$ cat src/rtl/seq_display_player.sv
// Sequence player: steps through a small writable value table at a divided tick rate
// (wrap or ping-pong traversal) and shows the current value on two 7-segment digits.
module seq_display_player #(
    parameter int FPGA_F  = 50_000_000,
    parameter int TICK_HZ = 2,
    parameter int W       = 4,
    parameter int DEPTH   = 8,
    localparam int AW     = ($clog2(DEPTH) > 1) ? $clog2(DEPTH) : 1
) (
    input  logic          clk,
    input  logic          reset,
    input  logic          up,
    input  logic          mode,
    input  logic [1:0]    rate,
    input  logic          restart,
    input  logic          wr_en,
    input  logic [AW-1:0] wr_addr,
    input  logic [W-1:0]  wr_data,
    output logic          tick,
    output logic          step,
    output logic [AW-1:0] pos,
    output logic [W-1:0]  value,
    output logic [6:0]    seg1,
    output logic [6:0]    seg0
);

    localparam int DIV = FPGA_F / TICK_HZ;
    localparam int CW  = ($clog2(DIV) > 1) ? $clog2(DIV) : 1;
    localparam logic [CW-1:0] CNT_LAST = CW'(DIV - 1);
    localparam logic [AW-1:0] POS_LAST = AW'(DEPTH - 1);

    logic [CW-1:0] r_cnt;
    logic [1:0]    r_sub;
    logic [AW-1:0] r_pos;
    logic          r_dir;
    logic          r_pp;
    logic [W-1:0]  r_mem [DEPTH];

    logic          w_tick;
    logic [1:0]    w_mask;
    logic          w_step_raw;
    logic          w_dir;
    logic          w_dir_nxt;
    logic [AW-1:0] w_pos_nxt;
    logic          w_wr_ok;
    logic [6:0]    w_val7;
    logic [3:0]    w_units;
    logic [3:0]    w_tens;

    function automatic logic [6:0] seg7(input logic [3:0] d);
        case (d)
            4'd0:    seg7 = 7'h40;
            4'd1:    seg7 = 7'h79;
            4'd2:    seg7 = 7'h24;
            4'd3:    seg7 = 7'h30;
            4'd4:    seg7 = 7'h19;
            4'd5:    seg7 = 7'h12;
            4'd6:    seg7 = 7'h02;
            4'd7:    seg7 = 7'h78;
            4'd8:    seg7 = 7'h00;
            4'd9:    seg7 = 7'h10;
            default: seg7 = 7'h7F;
        endcase
    endfunction

    always_comb begin
        w_mask = 2'b00;
        case (rate)
            2'b01:   w_mask = 2'b01;
            2'b10:   w_mask = 2'b11;
            default: w_mask = 2'b00;
        endcase
    end

    assign w_tick     = (r_cnt == CNT_LAST);
    assign w_step_raw = w_tick && (rate != 2'b11) && ((r_sub & w_mask) == w_mask);
    assign w_wr_ok    = wr_en && (int'(wr_addr) < DEPTH);
    // The first ping-pong cycle takes its direction straight from up.
    assign w_dir      = (mode && r_pp) ? r_dir : up;

    always_comb begin
        w_pos_nxt = r_pos;
        w_dir_nxt = w_dir;
        if (w_step_raw) begin
            if (!mode) begin
                if (w_dir) w_pos_nxt = (r_pos == POS_LAST) ? '0 : r_pos + 1'b1;
                else       w_pos_nxt = (r_pos == '0) ? POS_LAST : r_pos - 1'b1;
            end else if (w_dir) begin
                if (r_pos == POS_LAST) begin
                    w_pos_nxt = r_pos - 1'b1;
                    w_dir_nxt = 1'b0;
                end else begin
                    w_pos_nxt = r_pos + 1'b1;
                end
            end else begin
                if (r_pos == '0) begin
                    w_pos_nxt = AW'(1);
                    w_dir_nxt = 1'b1;
                end else begin
                    w_pos_nxt = r_pos - 1'b1;
                end
            end
        end
    end

    always_ff @(posedge clk) begin
        if (reset) begin
            r_cnt <= '0;
            r_sub <= '0;
            r_pos <= '0;
            r_dir <= 1'b1;
            r_pp  <= 1'b0;
            for (int i = 0; i < DEPTH; i++) begin
                r_mem[i] <= W'(5 * (i + 1));
            end
        end else begin
            r_pp <= mode;
            if (w_wr_ok) r_mem[wr_addr] <= wr_data;
            if (restart) begin
                r_cnt <= '0;
                r_sub <= '0;
                r_pos <= '0;
                r_dir <= up;
            end else begin
                r_cnt <= w_tick ? '0 : r_cnt + 1'b1;
                if (w_tick && (rate != 2'b11)) r_sub <= r_sub + 1'b1;
                r_pos <= w_pos_nxt;
                r_dir <= w_dir_nxt;
            end
        end
    end

    assign w_val7  = 7'(value);
    assign w_units = 4'(w_val7 % 7'd10);
    assign w_tens  = 4'(w_val7 / 7'd10);

    assign tick  = w_tick;
    assign step  = w_step_raw && !restart && !reset;
    assign pos   = r_pos;
    assign value = r_mem[r_pos];
    assign seg0  = seg7(w_units);
    assign seg1  = (w_val7 < 7'd10) ? 7'h7F : seg7(w_tens);

endmodule

$ cat config.mk
export PLATFORM = sky130hd
export DESIGN_NAME = seq_display_player
export DESIGN_NICKNAME = d
export VERILOG_FILES = /design/src/rtl/seq_display_player.sv
export SDC_FILE = /design/constraint.sdc
export NUM_CORES = 1
export LEC_CHECK = 0
export BUFFER_PORTS_ARGS = -buffer_cell sky130_fd_sc_hd__buf_4
export CAP_MARGIN = 0
export CORE_ASPECT_RATIO = 1.75
export CORE_MARGIN = 5
export CORE_UTILIZATION = 59
export CTS_BUF_LIST = sky130_fd_sc_hd__clkbuf_16
export DETAILED_ROUTE_END_ITERATION = 16
export PLACE_DENSITY_LB_ADDON = 0.25
export SLEW_MARGIN = 0
export SYNTH_ARGS = -nofsm -noshare
export SYNTH_HDL_FRONTEND = slang
export SYNTH_SLANG_ARGS = --single-unit
$ cat constraint.sdc
create_clock -name clk -period 3.8 [get_ports clk]
set_input_delay 0.19 -clock clk [delete_from_list [all_inputs] [get_ports clk]]
set_output_delay 0.19 -clock clk [all_outputs]
set_load 0.05 [all_outputs]
## Word-level counts from Yosys, hierarchy flattened

Memory sizes are Yosys's and may differ from the RTL's. A register that Yosys moved wholly into a read port is not among the register bits.
Index checks and enable logic that the tools add are counted.

| cells by class | value |
|---|---|
| $add $sub $neg | 4 |
| divide/modulo/power cells | 2 |
| $lt $le $gt $ge | 1 |
| equality and inequality tests | 6 |
| multiplexer cells | 26 |
| bitwise operators | 1 |
| reduce and logical (&&, ||, !) cells | 11 |

Operators with widths:

| kind | number |
|---|---|
| 3-bit 2-to-1 mux | 10 |
| 25-bit by 1-bit adder with 25-bit output, second input constant | 1 |
| 25-bit == test, second input constant | 1 |
| 1-bit 2-to-1 mux | 13 |
| 4-bit by 4-bit divider with 7-bit output, second input constant | 1 |
| 4-bit by 4-bit modulo with 7-bit output, second input constant | 1 |
| 7-bit 2-to-1 mux | 1 |
| 1-bit logical AND | 5 |
| 4-bit < comparator, second input constant | 1 |
| 4-bit 2-to-1 mux | 1 |
| 2-bit one-hot mux with 2 select lines | 1 |
| 4-bit OR reduction | 1 |
| 3-bit by 1-bit adder with 3-bit output, second input constant | 1 |
| 3-bit == test, second input constant | 1 |
| 3-bit logical NOT | 1 |
| 3-bit OR reduction | 1 |
| 3-bit by 1-bit subtractor with 3-bit output, second input constant | 1 |
| 2-bit by 1-bit adder with 2-bit output, second input constant | 1 |
| 2-bit bitwise AND | 1 |
| 2-bit by 1-bit == test with 1-bit output, second input constant | 1 |
| 2-bit == test | 1 |
| 2-bit == test, second input constant | 1 |
| 1-bit logical NOT | 2 |
| 2-bit inequality test, second input constant | 1 |
| 2-bit OR reduction | 1 |

| word-level totals | value |
|---|---|
| register bits after elaboration | 32 |
| memory bits (writable) | 32 |
| bits in read-only memories | 224 |
| output and inout port bits | 23 |
| logic and storage cells | 59 |
| memories kept | 3 |

Memories:

| memory | words | width | read ports | clocked after Yosys merged registers in | wr ports | RTL line | source |
|---|---|---|---|---|---|---|---|
| (no name shown) | 16 | 7 | 1 | 0 | 0 | 51 | `case (d)` |
| (no name shown) | 16 | 7 | 1 | 0 | 0 | 51 |  |
| r_mem | 8 | 4 | 1 | 1 | 8 | 37 | `logic [W-1:0] r_mem [DEPTH];` |

## Depth between registers and ports, before layout

| logic depth | value |
|---|---|
| depth after elaboration | 7 |
| depth in mapped cells | 14 |
| mapped depth without buffers | 12 |

## Worst setup path after synthesis

No wires, ideal clock.

| timing path | value |
|---|---|
| path type | register -> output |
| start | reg (tool-made name) |
| end | out seg0[2] |
| arrival | 3,882 ps |
| data required time | 3,610 ps |
| slack | -272 ps |
| stages on the path, launching flop included | 12 |
| cell sequence | dfxtp_1 buf_6 mux4_2 mux2i_4 inv_1 ha_1 clkbuf_1 and3_1 a311oi_2 ha_1 inv_1 o31ai_1 |

RTL lines:

| item | RTL line | source |
|---|---|---|
| end, declared | 24 | `output logic [6:0] seg0` |

==> metrics.md <==
| Metric | Value |
|---|---|
| Status | finished, final reports clean |
| Unrepaired setup endpoints after global routing | no |
| # setup viols final | 0 |
| CTS tree | yes |
| Die ar. | 7950 um^2 |
| Layout cells sized above 1 | 0.225 |
| GPL Wtd Cong | 0.858 |
| Crit start category | register |
| Clock buffer depth | 2 |
| Port buffer count | 36 |
| R2R Setup Slk | 1.36 ns |
| Max FO, Critical Path | 9 |
| Avg WL per Cell | 15.7 um |
| Clock latency at the later pin of the worst-skew pair | 0.32 ns |
| Clock Skews | 0.00547 ns |
| Post-Syn Nets | 389 |
| DR vias | 2741 |
| Post-DR vias/cell | 5.71 |
| Synth unique cells | 57 |
| Max-cap violations | 0 |
| Final ANT Viol Nets | 0 |
| Post-route DRC | 0 |
| Worst Min Path Start | up |
| Fin. max-slew vios | 0 |
| Final Hold Viols | 0 |
| Worst Hold Depth | 3 |
| Non-filler cells, final | 480 |
| Fin area | 4330 um^2 |
| Synth Instances | 360 |
| Clock-pin slew on the worst setup and hold paths | 0.05 ns |
| Synthesized area | 3660 um^2 |
| Critical path class | reg -> out |
| Area share of the largest cell type after synthesis | 0.262 |
| Pwr/cell area | 447 nW/um^2 |
| Core area | 6130 um^2 |
| Post-synth EDFFs | 32 |
| Overall routed net length | 7560 um |
| Crit. End Element | output pin |
| Leak | 1.60 nW |
| TNS Setup | 0 ns |
| First-pass GRT wire length | 12100 um |
| Diode count | 0 |
| Synth area leader | edfxtp_1 |
| DR iter-0 viols | 112 |
| Initial core utilization | 0.598 |
| Post-DP HPWL | 5830 um |
| Hold endpoint | r_dir$_SDFF_PP1_ |
| Sequential fraction of the synthesis area | 0.453 |
| Vias in the first global route | 2677 |
| Reg-to-reg startpoint | r_cnt[0]$_SDFF_PP0_ |
| Data required, critical path | 3.61 ns |
| Top_reg_cell synth | dfxtp_1 |
| Slowest stage cell, crit path | mux4_2 |
| Antenna violations before repair | 0 |
| CTS Hold Bufs | 0 |
| Total Routing Usage GR | 0.199 |
| Min-Delay Path Class | in -> reg |
| Die Y | 114 um |
| Area contributors post-synth | edfxtp_1 26%, dfxtp_1 19%, ha_1 4.8%, xor2_1 4.5%, nor2_1 4.5% |
| Clk root buf | clkbuf_16 |
| Worst stage delay on the critical path | 0.52 ns |
| Maximum clock frequency | 277 MHz |
| H-tree depth | 3 |
| Tcrit/Tclk final | 0.949 |
| Critical Path AT | 3.41 ns |
| Max_slew headroom | 0.411 |
| Register bit count reported by yosys | 67 |
| Register-to-Register Path Depth | 6 |
| Die outline width | 69.6 um |
| Ports | 38 |
| Placed insts | 461 |
| Largest net degree at the start of global routing | 26 |
| Num Clock Sinks | 67 |
| TritonCTS buffer count | 9 |
| Rows | 38 |
| Util after Layout | 0.706 |
| Worst Max-Slew Pin Slew | 0.876 ns |
| Cell Chain, Critical Path | buf_6 -> mux4_2 -> mux2i_4 -> ha_1 -> inv_1 -> ha_4 -> and3_1 -> a311oi_2 -> inv_1 -> ha_1 -> a221oi_2 -> a21oi_1 -> buf_4 |
| Worst VDD drop | 0.356 mV |
| Ys async rst share | 0 |
| DRT Pass-1 Iters | 4 |
| Synth Area per Inst | 10.2 um^2 |
| Total gr overflow | 0 |
| Nets | 424 |
| Post-DP Area | 3970 um^2 |
| Synthesis-to-finish area growth | 18.1% |
| Final min period | 3.60 ns |
| Warnings from Yosys | 0 |
-- state kept, by name, indices dropped and copies added, names as in the netlist, named ones only --
signal,cells
r_cnt,25
r_pp,1
r_sub,2
r_dir,1
r_mem,32
pos,3
-- worst max path at each step --
stage,endpoint,slack (ns),cells past startpoint
6_report,seg0[3],0.20,13
5_1_grt,seg0[0],0.03,13
4_1_cts,seg0[3],0.04,13
3_5_place_dp,seg0[3],0.24,14
3_3_place_gp,seg0[3],0.40,13
2_1_floorplan,seg0[1],0.11,10
-- cell families after synthesis --
kind of cell	after synthesis	share of synthesized area
muxes	16	0.0751
other	1	0.00102
and+or+nand+nor	158	0.232
DFF	67	0.453
xor gates and xnor gates	27	0.0645
AOI/OAI and AO/OA	42	0.0830
adders and majority gates	14	0.0478
buffers and inverters	35	0.0434
-- cell usage after synthesis, types with 2 or more instances --
master,number
nand2b_1,20
nor2b_1,4
mux2i_1,5
a2bb2oi_1,2
nand4_1,11
clkbuf_1,10
a211oi_1,3
ha_1,14
dfxtp_1,35
nand3_1,11
o21ai_0,7
inv_1,17
and4_1,4
a22oi_1,2
nand2_1,13
nor3_1,7
nor2_1,44
xnor2_1,8
or3_1,3
and3_1,2
mux2i_4,3
and2_1,18
nor4_1,4
a21oi_1,12
xor2_1,19
edfxtp_1,32
or2_2,10
buf_4,5
mux2_2,2
mux4_2,6
-- where the power goes --
| part | internal, mW | switching [mW] | leakage, nW |
|---|---|---|---|
| Clock | 0.566 | 0.278 | 0.159 |
| Sequential | 0.780 | 0.00919 | 0.598 |
| Combinational | 0.105 | 0.195 | 0.844 |
| Total | 1.45 | 0.482 | 1.60 |
-- per-stage QoR --
stage | worst slack [ns] | hold slack [ns] | power, mW
after floorplan | 0.111 | 0.262 | 1.01
after global placement | 0.397 | 0.422 | 1.09
after detailed placement | 0.242 | 0.438 | 1.10
after CTS | 0.0371 | 0.102 | 1.94
after global routing | 0.0281 | 0.131 | 2.00
final | 0.195 | 0.113 | 1.93
-- critical path: cells and delay by family, from the launching register on --
| family | cells | cell delay [ns] |
|---|---|---|
| flops | 1 | 0.39 |
| mux | 2 | 0.74 |
| buf+inv | 4 | 0.55 |
| simple gates | 1 | 0.16 |
| compound gates | 3 | 0.66 |
| fa+ha+maj | 3 | 0.58 |
-- routing by layer --
metal	part of all wire	vias up	track usage	routed length [um]
met4	0.047	0	0.143	355
met5	0	-	0	0
met2	0.57	83	0.385	4340
met3	0.044	25	0.0483	329
met1	0.33	1297	0.170	2530
li1	-	1336	-	-
-- what timing repair did --
item / CTS / global route
setup buffers: 0 / 3
setup endpoints to repair: 6 / 7
pin swaps: 0 / 1
resized for setup: 2 / 6
-- cells in the final DEF (no fill, tap or decap), types with 9 or more instances in the layout --
cell type,count
nand2b_1,20
nand3_1,11
edfxtp_1,32
a21oi_1,12
xor2_1,19
dfxtp_1,32
nand4_1,11
clkbuf_16,9
nor2_1,44
or2_2,10
nand2_1,12
ha_1,13
inv_1,19
and2_1,18
buf_4,40
-- layout make-up --
class / instances / area (um^2)
multi-input combinational: 258 / 1870
fill: 467 / 1810
sequential: 67 / 1670
timing repair buffer: 41 / 312
clock buffer: 9 / 225
tap: 80 / 100
clock inverter: 7 / 85.1
inverter: 18 / 67.6
No activity file was read; power rests on OpenSTA's default activity.
